===== src/rtl/regfile_dump_reader_if.sv =====
// rtl/regfile_dump_reader_if.sv - command, register-file read port and byte stream of the dump reader
interface regfile_dump_reader_if #(
    parameter int ADDR_W = 6,
    parameter int DATA_W = 32
);
    logic              Start;
    logic [ADDR_W-1:0] First_Reg;
    logic [ADDR_W-1:0] Last_Reg;
    logic [ADDR_W-1:0] Rd_Reg;
    logic [DATA_W-1:0] Rd_Data;
    logic [7:0]        Byte_Out;
    logic              Byte_Valid;
    logic              Byte_Ready;
    logic              Busy;
    logic              Done;
    logic              Error;

    modport master (
        input  Start, First_Reg, Last_Reg, Rd_Data, Byte_Ready,
        output Rd_Reg, Byte_Out, Byte_Valid, Busy, Done, Error
    );

    modport slave (
        output Start, First_Reg, Last_Reg, Rd_Data, Byte_Ready,
        input  Rd_Reg, Byte_Out, Byte_Valid, Busy, Done, Error
    );
endinterface


===== src/rtl/regfile_dump_reader.sv =====
// rtl/regfile_dump_reader.sv - walks a register range and streams header + 4 data bytes per register
module regfile_dump_reader #(
    parameter int NUM_REGS = 64,
    parameter int ADDR_W   = 6,
    parameter int DATA_W   = 32
) (
    input  logic                    Sys_Clock,
    input  logic                    Reset,
    regfile_dump_reader_if.master   bus
);
    localparam logic [ADDR_W-1:0] MAX_REG = ADDR_W'(NUM_REGS - 1);

    typedef enum logic [1:0] {IDLE, READ, SEND} state_t;

    state_t            state_q, state_d;
    logic [ADDR_W-1:0] rd_reg_q, rd_reg_d;
    logic [ADDR_W-1:0] last_q, last_d;
    logic [DATA_W-1:0] snap_q, snap_d;
    logic [2:0]        idx_q, idx_d;
    logic [7:0]        byte_q, byte_d;
    logic              valid_q, valid_d;
    logic              busy_q, busy_d;
    logic              done_q, done_d;
    logic              error_q, error_d;

    logic xfer;
    logic range_ok;
    logic final_reg;

    assign xfer      = valid_q & bus.Byte_Ready;
    assign range_ok  = bus.First_Reg <= bus.Last_Reg;
    // Stopping at MAX_REG as well guarantees the index can never wrap to 0.
    assign final_reg = (rd_reg_q == last_q) || (rd_reg_q == MAX_REG);

    always_ff @(posedge Sys_Clock or posedge Reset) begin
        if (Reset) state_q <= IDLE;
        else       state_q <= state_d;
    end

    always_comb begin
        state_d = state_q;
        case (state_q)
            IDLE:    if (bus.Start && range_ok) state_d = READ;
            READ:    state_d = SEND;
            SEND:    if (xfer && idx_q == 3'd4) state_d = final_reg ? IDLE : READ;
            default: state_d = IDLE;
        endcase
    end

    always_comb begin
        rd_reg_d = rd_reg_q;
        last_d   = last_q;
        snap_d   = snap_q;
        idx_d    = idx_q;
        byte_d   = byte_q;
        valid_d  = valid_q;
        busy_d   = busy_q;
        done_d   = 1'b0;
        error_d  = 1'b0;
        case (state_q)
            IDLE: begin
                if (bus.Start) begin
                    if (!range_ok) begin
                        error_d = 1'b1;
                    end else begin
                        rd_reg_d = bus.First_Reg;
                        last_d   = bus.Last_Reg;
                        busy_d   = 1'b1;
                    end
                end
            end
            READ: begin
                snap_d  = bus.Rd_Data;
                byte_d  = {2'b10, rd_reg_q};
                valid_d = 1'b1;
                idx_d   = 3'd0;
            end
            SEND: begin
                if (xfer) begin
                    if (idx_q != 3'd4) begin
                        case (idx_q)
                            3'd0:    byte_d = snap_q[31:24];
                            3'd1:    byte_d = snap_q[23:16];
                            3'd2:    byte_d = snap_q[15:8];
                            default: byte_d = snap_q[7:0];
                        endcase
                        idx_d = idx_q + 3'd1;
                    end else begin
                        valid_d = 1'b0;
                        if (final_reg) begin
                            busy_d = 1'b0;
                            done_d = 1'b1;
                        end else begin
                            rd_reg_d = rd_reg_q + ADDR_W'(1);
                        end
                    end
                end
            end
            default: ;
        endcase
    end

    always_ff @(posedge Sys_Clock or posedge Reset) begin
        if (Reset) begin
            rd_reg_q <= '0;
            last_q   <= '0;
            snap_q   <= '0;
            idx_q    <= '0;
            byte_q   <= '0;
            valid_q  <= 1'b0;
            busy_q   <= 1'b0;
            done_q   <= 1'b0;
            error_q  <= 1'b0;
        end else begin
            rd_reg_q <= rd_reg_d;
            last_q   <= last_d;
            snap_q   <= snap_d;
            idx_q    <= idx_d;
            byte_q   <= byte_d;
            valid_q  <= valid_d;
            busy_q   <= busy_d;
            done_q   <= done_d;
            error_q  <= error_d;
        end
    end

    assign bus.Rd_Reg     = rd_reg_q;
    assign bus.Byte_Out   = byte_q;
    assign bus.Byte_Valid = valid_q;
    assign bus.Busy       = busy_q;
    assign bus.Done       = done_q;
    assign bus.Error      = error_q;
endmodule

===== src/flat_wrapper.sv =====
// flat-port wrapper written by rule: the top's interface ports become plain ports
module regfile_dump_reader_flat 
#(
    parameter int NUM_REGS = 64,
    parameter int ADDR_W   = 6,
    parameter int DATA_W   = 32
)
  (Sys_Clock, Reset, bus_Start, bus_First_Reg, bus_Last_Reg, bus_Rd_Data, bus_Byte_Ready, bus_Rd_Reg, bus_Byte_Out, bus_Byte_Valid, bus_Busy, bus_Done, bus_Error);
  regfile_dump_reader_if #(.ADDR_W(ADDR_W), .DATA_W(DATA_W)) bus_i ();
  input  logic Sys_Clock;
  input  logic Reset;
  input wire logic [$bits(bus_i.Start)-1:0] bus_Start;
  input wire logic [$bits(bus_i.First_Reg)-1:0] bus_First_Reg;
  input wire logic [$bits(bus_i.Last_Reg)-1:0] bus_Last_Reg;
  input wire logic [$bits(bus_i.Rd_Data)-1:0] bus_Rd_Data;
  input wire logic [$bits(bus_i.Byte_Ready)-1:0] bus_Byte_Ready;
  output wire logic [$bits(bus_i.Rd_Reg)-1:0] bus_Rd_Reg;
  output wire logic [$bits(bus_i.Byte_Out)-1:0] bus_Byte_Out;
  output wire logic [$bits(bus_i.Byte_Valid)-1:0] bus_Byte_Valid;
  output wire logic [$bits(bus_i.Busy)-1:0] bus_Busy;
  output wire logic [$bits(bus_i.Done)-1:0] bus_Done;
  output wire logic [$bits(bus_i.Error)-1:0] bus_Error;
  assign bus_i.Start = bus_Start;
  assign bus_i.First_Reg = bus_First_Reg;
  assign bus_i.Last_Reg = bus_Last_Reg;
  assign bus_i.Rd_Data = bus_Rd_Data;
  assign bus_i.Byte_Ready = bus_Byte_Ready;
  assign bus_Rd_Reg = bus_i.Rd_Reg;
  assign bus_Byte_Out = bus_i.Byte_Out;
  assign bus_Byte_Valid = bus_i.Byte_Valid;
  assign bus_Busy = bus_i.Busy;
  assign bus_Done = bus_i.Done;
  assign bus_Error = bus_i.Error;
  regfile_dump_reader #(.NUM_REGS(NUM_REGS), .ADDR_W(ADDR_W), .DATA_W(DATA_W)) u_core (.Sys_Clock(Sys_Clock), .Reset(Reset), .bus(bus_i));
endmodule

===== config.mk =====
export PLATFORM = sky130hd
export DESIGN_NAME = regfile_dump_reader_flat
export DESIGN_NICKNAME = d
export VERILOG_FILES = /design/src/rtl/regfile_dump_reader_if.sv /design/src/rtl/regfile_dump_reader.sv /design/src/flat_wrapper.sv
export SDC_FILE = /design/constraint.sdc
export NUM_CORES = 1
export LEC_CHECK = 0
export ABC_AREA = 1
export CAP_MARGIN = 20
export CORE_UTILIZATION = 40
export DETAILED_ROUTE_END_ITERATION = 8
export PLACE_DENSITY = 0.73
export SYNTH_ARGS = -nofsm -noshare
export SYNTH_HDL_FRONTEND = slang
export SYNTH_SLANG_ARGS = --single-unit
export TNS_END_PERCENT = 50

===== constraint.sdc =====
create_clock -name Sys_Clock -period 6.4 [get_ports Sys_Clock]
set_clock_uncertainty 0.2 [all_clocks]
set_input_delay 1.28 -clock Sys_Clock [delete_from_list [all_inputs] [get_ports Sys_Clock]]
set_output_delay 1.28 -clock Sys_Clock [all_outputs]
set_load 0.005 [all_outputs]

==> flow_metrics.py <==
metrics = {
    "status": {
        "status": "finished clean",
    },
    "setup_path": {
        "end_kind": "flop",
        "crit_cells": 12,
        "regToRegSetupSlack_ns": 3.75,
        "cp_cell_sequence": "clkdlybuf4s50_1 -> inv_1 -> ha_1 -> nand2_1 -> nor2_1 -> nand3_1 -> nand3_1 -> nand2_1 -> inv_1 -> nand2_4 -> nand2_1 -> nand2_1",
        "slowest_stage": "clkdlybuf4s50_1",
        "r2r_start": "u_core.state_q[1]",
        "critical_path_required_ns": 6.43,
        "crit_family": "buffers and inverters",
        "crit_path_start": "bus_Last_Reg[5]",
        "reg2reg_depth": 8,
        "path_buf_inv": 3,
        "worstPathMaxFanout": 8,
        "start_kind": "input pin",
        "critPathCapture": "u_core.bus.Rd_Reg[5]",
        "r2r_end": "u_core.idx_q[2]",
        "cpMostUsedCell": "nand2_1",
        "critPathArrivalTime_ns": 3.00,
        "path_class": "input pin to flop",
        "crit_path_max_incr_delay_ns": 0.46,
    },
    "route": {
        "wirelength_um": 7030,
        "drc": 0,
        "via_per_inst": 4.81,
        "drtAntennaViolNets": 0,
        "dr.pass1.iters": 4,
        "drt_iter0_drc": 172,
        "wl_per_cell_um": 12.3,
        "vias": 2751,
    },
    "sta": {
        "tightest_slew_ns": 0.871,
        "setup_viol": 0,
        "period_share_pct": 46.3,
        "fmax_mhz": 337,
        "hold_viol_final": 0,
        "finalCriticalPeriod_ns": 2.97,
        "rsz0062_at_grt": "false",
        "tns_ns": 0,
        "relSlewSlack_pct": 41.8,
        "drv_slew": 0,
    },
    "cells_and_area": {
        "layout_commonest_cell": "nand2_1",
        "drive_gt1_share_pct": 6.98,
        "syn2layout_area_growth_pct": 30.9,
        "layout.nets": 527,
        "layout_common_cells": "nand2_1, clkdlybuf4s50_1, dfrtp_1",
        "antennaDiodeCount": 0,
    },
    "synthesis": {
        "synth.area.top_cells": "dfrtp_1, nand2_1, inv_1, ha_1, nand3_1",
        "yosysTopAreaCell": "dfrtp_1",
        "synth_seq_area_share_pct": 48.8,
        "yosysWarnings": 0,
        "synth.avg_cell_area_sq_um": 7.80,
        "netlist_instances": 401,
        "synth_nets": 460,
        "ys_ff_latch": 61,
        "syn-cell-area_sq_um": 3130,
        "synthDistinctLibCells": 27,
        "synth_top_area_share_pct": 48.8,
    },
    "power": {
        "ir_drop_mv": 0.172,
        "cellLeakagePower_nw": 2.08,
        "powerDensity_nw_per_um2": 461,
        "post-layout-total-power_mw": 1.89,
    },
    "floorplanning": {
        "fp.dieArea_sq_um": 8180,
        "die_w_um": 90.5,
        "start_util_pct": 42.2,
        "core_area_sq_um": 7410,
        "die_h_um": 90.5,
        "placementRows": 31,
        "io-pin-count": 66,
    },
    "cts": {
        "cts_hold_buf": 0,
        "clk_pin_slew_ns": 0.07,
        "ctsResizeCount": 0,
        "post_cts_buffers": 0,
        "numCtsBuffers": 9,
        "cts.sinks": 61,
        "cts_tree": "done",
        "max-clock-path-buffers": 2,
        "cts-root-buf": "clkbuf_8",
        "h-tree-depth": 3,
        "clock_latency_ns": 0.34,
    },
    "min_path": {
        "hold_path.class": "flop to flop",
    },
    "global_routing": {
        "grt_pass1_wl_um": 12300,
        "antenna_found_initial": 0,
        "track_usage_pct": 18.9,
        "grt_pass1_vias": 2657,
        "grt.overflow.total": 0,
        "grt_max_degree": 62,
    },
    "run": {
        "maxCapViolations": 0,
    },
    "placed_design": {
        "dp_hpwl_um": 5280,
        "numPortBuffers": 65,
        "gp_congestion": 0.883,
    },
}
-- cells by family after synthesis --
logic type,Yosys count,share of synthesized area [%]
and+or+nand+nor,232,31.0
DFF,61,48.8
buffers and inverters,53,6.76
AOI/OAI and AO/OA,39,7.44
adders and majority gates,11,4.40
xor gates and xnor gates,5,1.64
-- cell type report --
| type | count | area (sq um) |
|---|---|---|
| fillers | 683 | 3310 |
| flip-flops and latches | 61 | 1530 |
| multi-input cells | 287 | 1390 |
| repair buffers | 66 | 658 |
| inverters | 43 | 171 |
| clock buffers | 12 | 155 |
| well taps | 99 | 124 |
| clock inverters | 4 | 70.1 |
-- where the power goes --
group | leakage (nW) | switching [mW] | total (mW) | internal (mW)
registers | 0.751 | 0.137 | 0.702 | 0.565
clock network | 0.116 | 0.147 | 0.386 | 0.239
logic | 1.21 | 0.482 | 0.802 | 0.321
-- worst register-to-register path, stage by stage (launching register included) --
cell,delay (ns)
dfrtp_1,0.44
nor2_4,0.71
inv_2,0.50
nand2_4,0.21
nand2_4,0.12
inv_6,0.11
nand2_4,0.05
xor2_2,0.12
nor2_2,0.04
-- per-stage QoR --
stage          util [%]  worst slack (ns)  cell area (sq um)  instances  hold slack, ns
2_1_floorplan         -              3.41               3130        401           0.242
3_3_place_gp       52.3              3.15               3870        556           0.254
3_5_place_dp       52.3              3.09               3870        556           0.258
4_1_cts            55.3              3.44               4100        572           0.275
5_1_grt            55.3              3.27               4100        572           0.291
6_report           55.3              3.43               4100        572           0.273
-- flip-flops by register name (all words and copies together), names as in the netlist --
name / cells
u_core.state_q: 2
u_core.snap_q: 32
u_core.bus.Byte_Valid: 1
u_core.bus.Error: 1
u_core.idx_q: 3
u_core.last_q: 6
u_core.bus.Byte_Out: 8
u_core.bus.Done: 1
u_core.bus.Rd_Reg: 6
u_core.bus.Busy: 1
-- worst min-delay path by stage --
stage          cells past startpoint         startpoint           endpoint
2_1_floorplan                      2   u_core.snap_q[0]   u_core.snap_q[0]
3_3_place_gp                       2  u_core.snap_q[18]  u_core.snap_q[18]
3_5_place_dp                       2  u_core.snap_q[15]  u_core.snap_q[15]
4_1_cts                            2  u_core.snap_q[15]  u_core.snap_q[15]
5_1_grt                            2   u_core.snap_q[2]   u_core.snap_q[2]
6_report                           2  u_core.snap_q[15]  u_core.snap_q[15]
-- routing by layer --
metal / global-route usage (%) / vias up / wire [um]
met3: 3.54 / 12 / 318
li1: - / 1386 / -
met4: 6.59 / 0 / 106
met1: 25.3 / 1274 / 3220
met5: 0 / - / 0
met2: 30.7 / 79 / 3390
-- cell usage after synthesis --
cell type and instances:
nand2_1 181, dfrtp_1 61, inv_1 38, nand3_1 24, o21ai_0 19, nor2_1 17
ha_1 11, nand2_4 7, clkbuf_1 6, a21oi_1 5, a22oi_1 4, o31ai_1 4
inv_2 3, xor2_1 3, buf_1 2, buf_2 2, o2111ai_1 2, o211ai_1 2
o22ai_1 2, clkinv_4 1, inv_6 1, nand3_2 1, nor2_2 1, nor2_4 1
o21bai_1 1, xnor2_1 1, xor2_2 1
Note: power is estimated with default switching activity, not from simulation.
==> edit 1: new RTL, same flow settings <==
`NUM_REGS` is set to 64 in 2 places; all go to 48.
--- a/src/rtl/regfile_dump_reader.sv
+++ b/src/rtl/regfile_dump_reader.sv
@@ -1,5 +1,5 @@
 // rtl/regfile_dump_reader.sv - walks a register range and streams header + 4 data bytes per register
 module regfile_dump_reader #(
-    parameter int NUM_REGS = 64,
+    parameter int NUM_REGS = 48,
     parameter int ADDR_W   = 6,
     parameter int DATA_W   = 32
--- a/src/flat_wrapper.sv
+++ b/src/flat_wrapper.sv
@@ -2,5 +2,5 @@
 module regfile_dump_reader_flat 
 #(
-    parameter int NUM_REGS = 64,
+    parameter int NUM_REGS = 48,
     parameter int ADDR_W   = 6,
     parameter int DATA_W   = 32
Function: changed (a bounded check fails within 10 cycles, from zero or initial values and one cycle with Reset high).
==> edit 1 against the unedited design <==
Wire length increased by 8.0%. Power about the same. Sequential cell count did not move. Area after synthesis decreased by 0.64%. Setup slack worse by 0.070 ns. Cell count is 1.0% higher. Final area down 0.76%.
==> edit 1: results (changes against the unedited design) <==
Adder-Cell Fraction of Synth Area=0.0443 (was 0.0440); Net count, final=533 (was 527); hold path start=u_core.snap_q[20]$_DFFE_PP0N_ (was u_core.snap_q[15]$_DFFE_PP0N_); Leak=2.06 nW (was 2.08 nW); first-pass GRT wire length=13200 microns (was 12300 microns); CP Capture Point=u_core.bus.Rd_Reg[4]$_DFFE_PP0P_ (was u_core.bus.Rd_Reg[5]$_DFFE_PP0P_); post-synthesis cell type count=28 (was 27); Max VDD drop=0.181 mV (was 0.172 mV); Cell Pwr Density=465 nW/um^2 (was 461 nW/um^2); worst slew pin tran=0.757 ns (was 0.871 ns); Synth Area in Compound Gates=0.0684 (was 0.0744); share of flip-flops with an asynchronous set or reset=1.00 (unchanged); largest cells by area after synthesis=dfrtp_1, nand2_1, nand3_1 (was dfrtp_1, nand2_1, inv_1); mux cell area share after synthesis=0 (unchanged); Routed WL=7600 microns (was 7030 microns); HPWL Detailed=5460 microns (was 5280 microns); crit path DAT=3.07 ns (was 3.00 ns); R2R setup slack=4.17 ns (was 3.75 ns); diodes inserted=0 (unchanged); vias=2826 (was 2751); Post-Synth XOR/XNOR Area=0.00845 (was 0.0164); DRT iter0 DRCs=161 (was 172); share of cells above drive strength 1=0.0668 (was 0.0698); filler instances=701 (was 683); RR Startpoint=u_core.state_q[1]$_DFFE_PP0P_ (unchanged); vias in the first global route=2900 (was 2657); later-pin clock latency in the skew report=0.36 ns (was 0.34 ns); CP peak stage delay=between 0.4 and 0.5 ns; Critical Path Source=bus_Last_Reg[5] (unchanged); status=completed (unchanged); Post-Syn Nets=466 (was 460); Worst Reg-to-Reg Cells=9 (was 8); WHS Endpoint=u_core.snap_q[20]$_DFFE_PP0N_ (was u_core.snap_q[15]$_DFFE_PP0N_); Final GP Congestion=0.854 (was 0.883); all-layer global routing usage=0.207 (was 0.189); most frequent cells after synthesis=nand2_1, dfrtp_1, inv_1 (unchanged); register area share after synthesis=0.491 (was 0.488)
edit 1: cell count changes after synthesis, sizes merged:
| cell | delta |
|---|---|
| clkinv | +1 |
| inv | -2 |
| nand2 | +2 |
| clkbuf | +1 |
| xor2 | -2 |
| nand3 | +8 |
| a22oi | -1 |
| o2111ai | -1 |
| o22ai | +1 |
| o21ai | -2 |
| nor2 | +1 |
edit 1: cell type report:
type,instances,area (sq um),share of cell area
Tap cell,99,124,0.0305
Multi-Input combinational cell,293,1370,0.338
Sequential cell,61,1530,0.375
Inverter,42,165,0.0406
Timing Repair Buffer,67,666,0.164
Clock inverter,3,42.5,0.0105
Clock buffer,13,169,0.0416
edit 1: critical path: cells and delay by family:
| family | cells | cell delay (ns) |
|---|---|---|
| buffers and inverters | 3 | 0.69 |
| AND/OR/NAND/NOR | 8 | 0.82 |
| adder cells (fa/ha/maj) | 1 | 0.30 |
edit 1: metal layers:
layer	vias to the layer above	track usage	share of wire	wire, microns
li1	1406	-	-	-
met1	1306	0.247	0.43	3290
met2	96	0.352	0.49	3690
met3	18	0.0465	0.053	403
met4	0	0.0954	0.027	206
met5	-	0	0	0
edit 1: through the flow:
stage               cells  worst slack (ns)  area [sq um]  total power, mW  hold slack [ns]
floorplan             407              3.41          3110             1.23            0.242
global placement      562              3.13          3850             1.50            0.255
detailed placement    562              3.07          3850             1.53            0.259
CTS                   578              3.38          4070             1.90            0.276
global route          578              3.18          4070             2.05            0.294
finish                578              3.36          4070             1.89            0.274
edit 1: power breakdown:
group / total (mW) / switching (mW) / internal, mW
logic: 0.822 / 0.499 / 0.323
registers: 0.702 / 0.136 / 0.566
clock network: 0.365 / 0.154 / 0.211
==> edit 2: new RTL, same settings <==
Without the edit above. Take the reset off `byte_q` and load it in a clocked block of its own.
--- a/src/rtl/regfile_dump_reader.sv
+++ b/src/rtl/regfile_dump_reader.sv
@@ -107,5 +107,4 @@
             snap_q   <= '0;
             idx_q    <= '0;
-            byte_q   <= '0;
             valid_q  <= 1'b0;
             busy_q   <= 1'b0;
@@ -117,5 +116,4 @@
             snap_q   <= snap_d;
             idx_q    <= idx_d;
-            byte_q   <= byte_d;
             valid_q  <= valid_d;
             busy_q   <= busy_d;
@@ -123,4 +121,8 @@
             error_q  <= error_d;
         end
+    end
+
+    always_ff @(posedge Sys_Clock) begin
+        byte_q <= byte_d;
     end
 
Check against the original RTL: differs if Reset is asserted again (counterexample within 4 cycles, from zero or initial values and one cycle with Reset high); with Reset held inactive, the same outputs for 10 cycles.
==> edit 2 against the unedited design <==
Non-clock buffer count grew 1. Sequential cell count is the same. Setup slack lost 0.062 ns. Worst hold slack gained 0.035 ns. Power shrank 0.14%. First-iteration DRC count shrank 24%. Cell count shrank 5.6%. Wire length grew 1.8%. Final area grew 1.1%. Area after synthesis grew 1.1%. Via count shrank 2.7%. Critical endpoint is now u_core.last_q[2]$_DFFE_PP0P_. Largest power group unchanged.
==> edit 2: results (changes against the unedited design) <==
share of flip-flops with an asynchronous set or reset=0.869 (was 1.00); worst slew pin tran=0.622 ns (was 0.871 ns); GRT busiest layer=met2 (unchanged); P_int=1.18 mW (was 1.12 mW); largest cells by area after synthesis=dfrtp_1, nand2_1, edfxtp_1 (was dfrtp_1, nand2_1, inv_1); placed cells=523 (was 556); DRT iter0 DRCs=131 (was 172); Worst Reg-to-Reg Cells=10 (was 8); met1 WL=3180 microns (was 3220 microns); DR vias/cell=4.96 (was 4.81); Synth Area in Compound Gates=0.118 (was 0.0744); Max VDD drop=0.172 mV (about the same); post-route insts no fill=540 (was 572); pre-CTS setup slack=3.07 ns (was 3.09 ns); Post-Syn Nets=431 (was 460); total power=1.89 mW (about the same); Net count, final=497 (was 527); critical path's top delay family=simple AND/OR/NAND/NOR gates (was buffers and inverters); met1 usage=0.234 (was 0.253); post-synthesis cell type count=32 (was 27); mux cell area share after synthesis=0.0392 (was 0); Leak=1.95 nW (was 2.08 nW); CP Max Fanout=12 (was 8); CP Capture Point=u_core.last_q[2]$_DFFE_PP0P_ (was u_core.bus.Rd_Reg[5]$_DFFE_PP0P_); Post-DP Area=3890 sq um (was 3870 sq um); min Tclk post-route=3.03 ns (was 2.97 ns); status=completed (unchanged); vias in the first global route=2679 (was 2657); crit path DAT=3.03 ns (was 3.00 ns); Detail Route met3 WL=283 microns (was 318 microns); all-layer global routing usage=0.188 (was 0.189); Reg clk slew, reported paths=0.07 ns (about the same); first-pass GRT wire length=12200 microns (was 12300 microns); most frequent cells after synthesis=nand2_1, inv_1, dfrtp_1 (was nand2_1, dfrtp_1, inv_1); Adder-Cell Fraction of Synth Area=0.0633 (was 0.0440); P_comb=780 uW (was 802 uW); clock buffer depth=2 (unchanged); EDFF count, synth=8 (was 0); Post-Synth XOR/XNOR Area=0.00277 (was 0.0164); RR Endpoint=u_core.bus.Rd_Reg[3]$_DFFE_PP0P_ (was u_core.idx_q[2]$_DFFE_PP0P_); met2 routed WL=3590 microns (was 3390 microns); routing usage on met3=0.0412 (was 0.0354); Cells after Synth=367 (was 401); largest net degree at the start of global routing=54 (was 62); RR Startpoint=u_core.state_q[0]$_DFFE_PP0P_ (was u_core.state_q[1]$_DFFE_PP0P_); filler instances=713 (was 683); WL/cell=13.3 microns (was 12.3 microns); Final GP Congestion=0.827 (was 0.883); P_clk=393 uW (was 386 uW); R2R setup slack=3.96 ns (was 3.75 ns); met2 Resource Use GR=0.316 (was 0.307); HPWL Detailed=5200 microns (was 5280 microns); share of cells above drive strength 1=0.0890 (was 0.0698); register area share after synthesis=0.495 (was 0.488)
## edit 2: cell types whose count changed after synthesis, moves of 4 or more
cell and delta:
a211oi_1 +4, dfrtp_1 -8, edfxtp_1 +8, ha_1 +5, inv_1 +20, mux2_2 +11
nand2_1 -85, nand2_4 -6, nand3_1 -13, nand4_1 +8, o21ai_0 +16, o22ai_1 +5
o31ai_1 -4
## edit 2: area by class of cell
class | instances | area [sq um] | area share
clock buffer | 13 | 159 | 0.0384
sequential | 61 | 1570 | 0.378
inverter | 60 | 225 | 0.0544
timing repair buffer | 67 | 678 | 0.164
clock inverter | 3 | 67.6 | 0.0163
multi-input combinational | 234 | 1320 | 0.318
tap | 102 | 128 | 0.0308
## edit 2: worst min path at each step
stage / startpoint / slack [ns] / depth (start not counted) / end
after floorplan: u_core.bus.Busy$_DFFE_PP0P_ / 0.27 / 2 / u_core.bus.Busy$_DFFE_PP0P_
after global placement: u_core.snap_q[3]$_DFFE_PP0N_ / 0.29 / 1 / u_core.snap_q[3]$_DFFE_PP0N_
after detailed placement: u_core.snap_q[5]$_DFFE_PP0N_ / 0.30 / 1 / u_core.snap_q[5]$_DFFE_PP0N_
after CTS: u_core.snap_q[5]$_DFFE_PP0N_ / 0.31 / 1 / u_core.snap_q[5]$_DFFE_PP0N_
after global routing: u_core.snap_q[17]$_DFFE_PP0N_ / 0.33 / 1 / u_core.snap_q[17]$_DFFE_PP0N_
final: u_core.snap_q[5]$_DFFE_PP0N_ / 0.31 / 1 / u_core.snap_q[5]$_DFFE_PP0N_
## edit 2: kinds of logic after synthesis
| family | Yosys count |
|---|---|
| AND/OR/NAND/NOR | 140 |
| buffers and inverters | 72 |
| AO/OA/AOI/OAI | 66 |
| flip-flops | 61 |
| adder cells (fa/ha/maj) | 16 |
| multiplexers | 11 |
| XOR/XNOR | 1 |
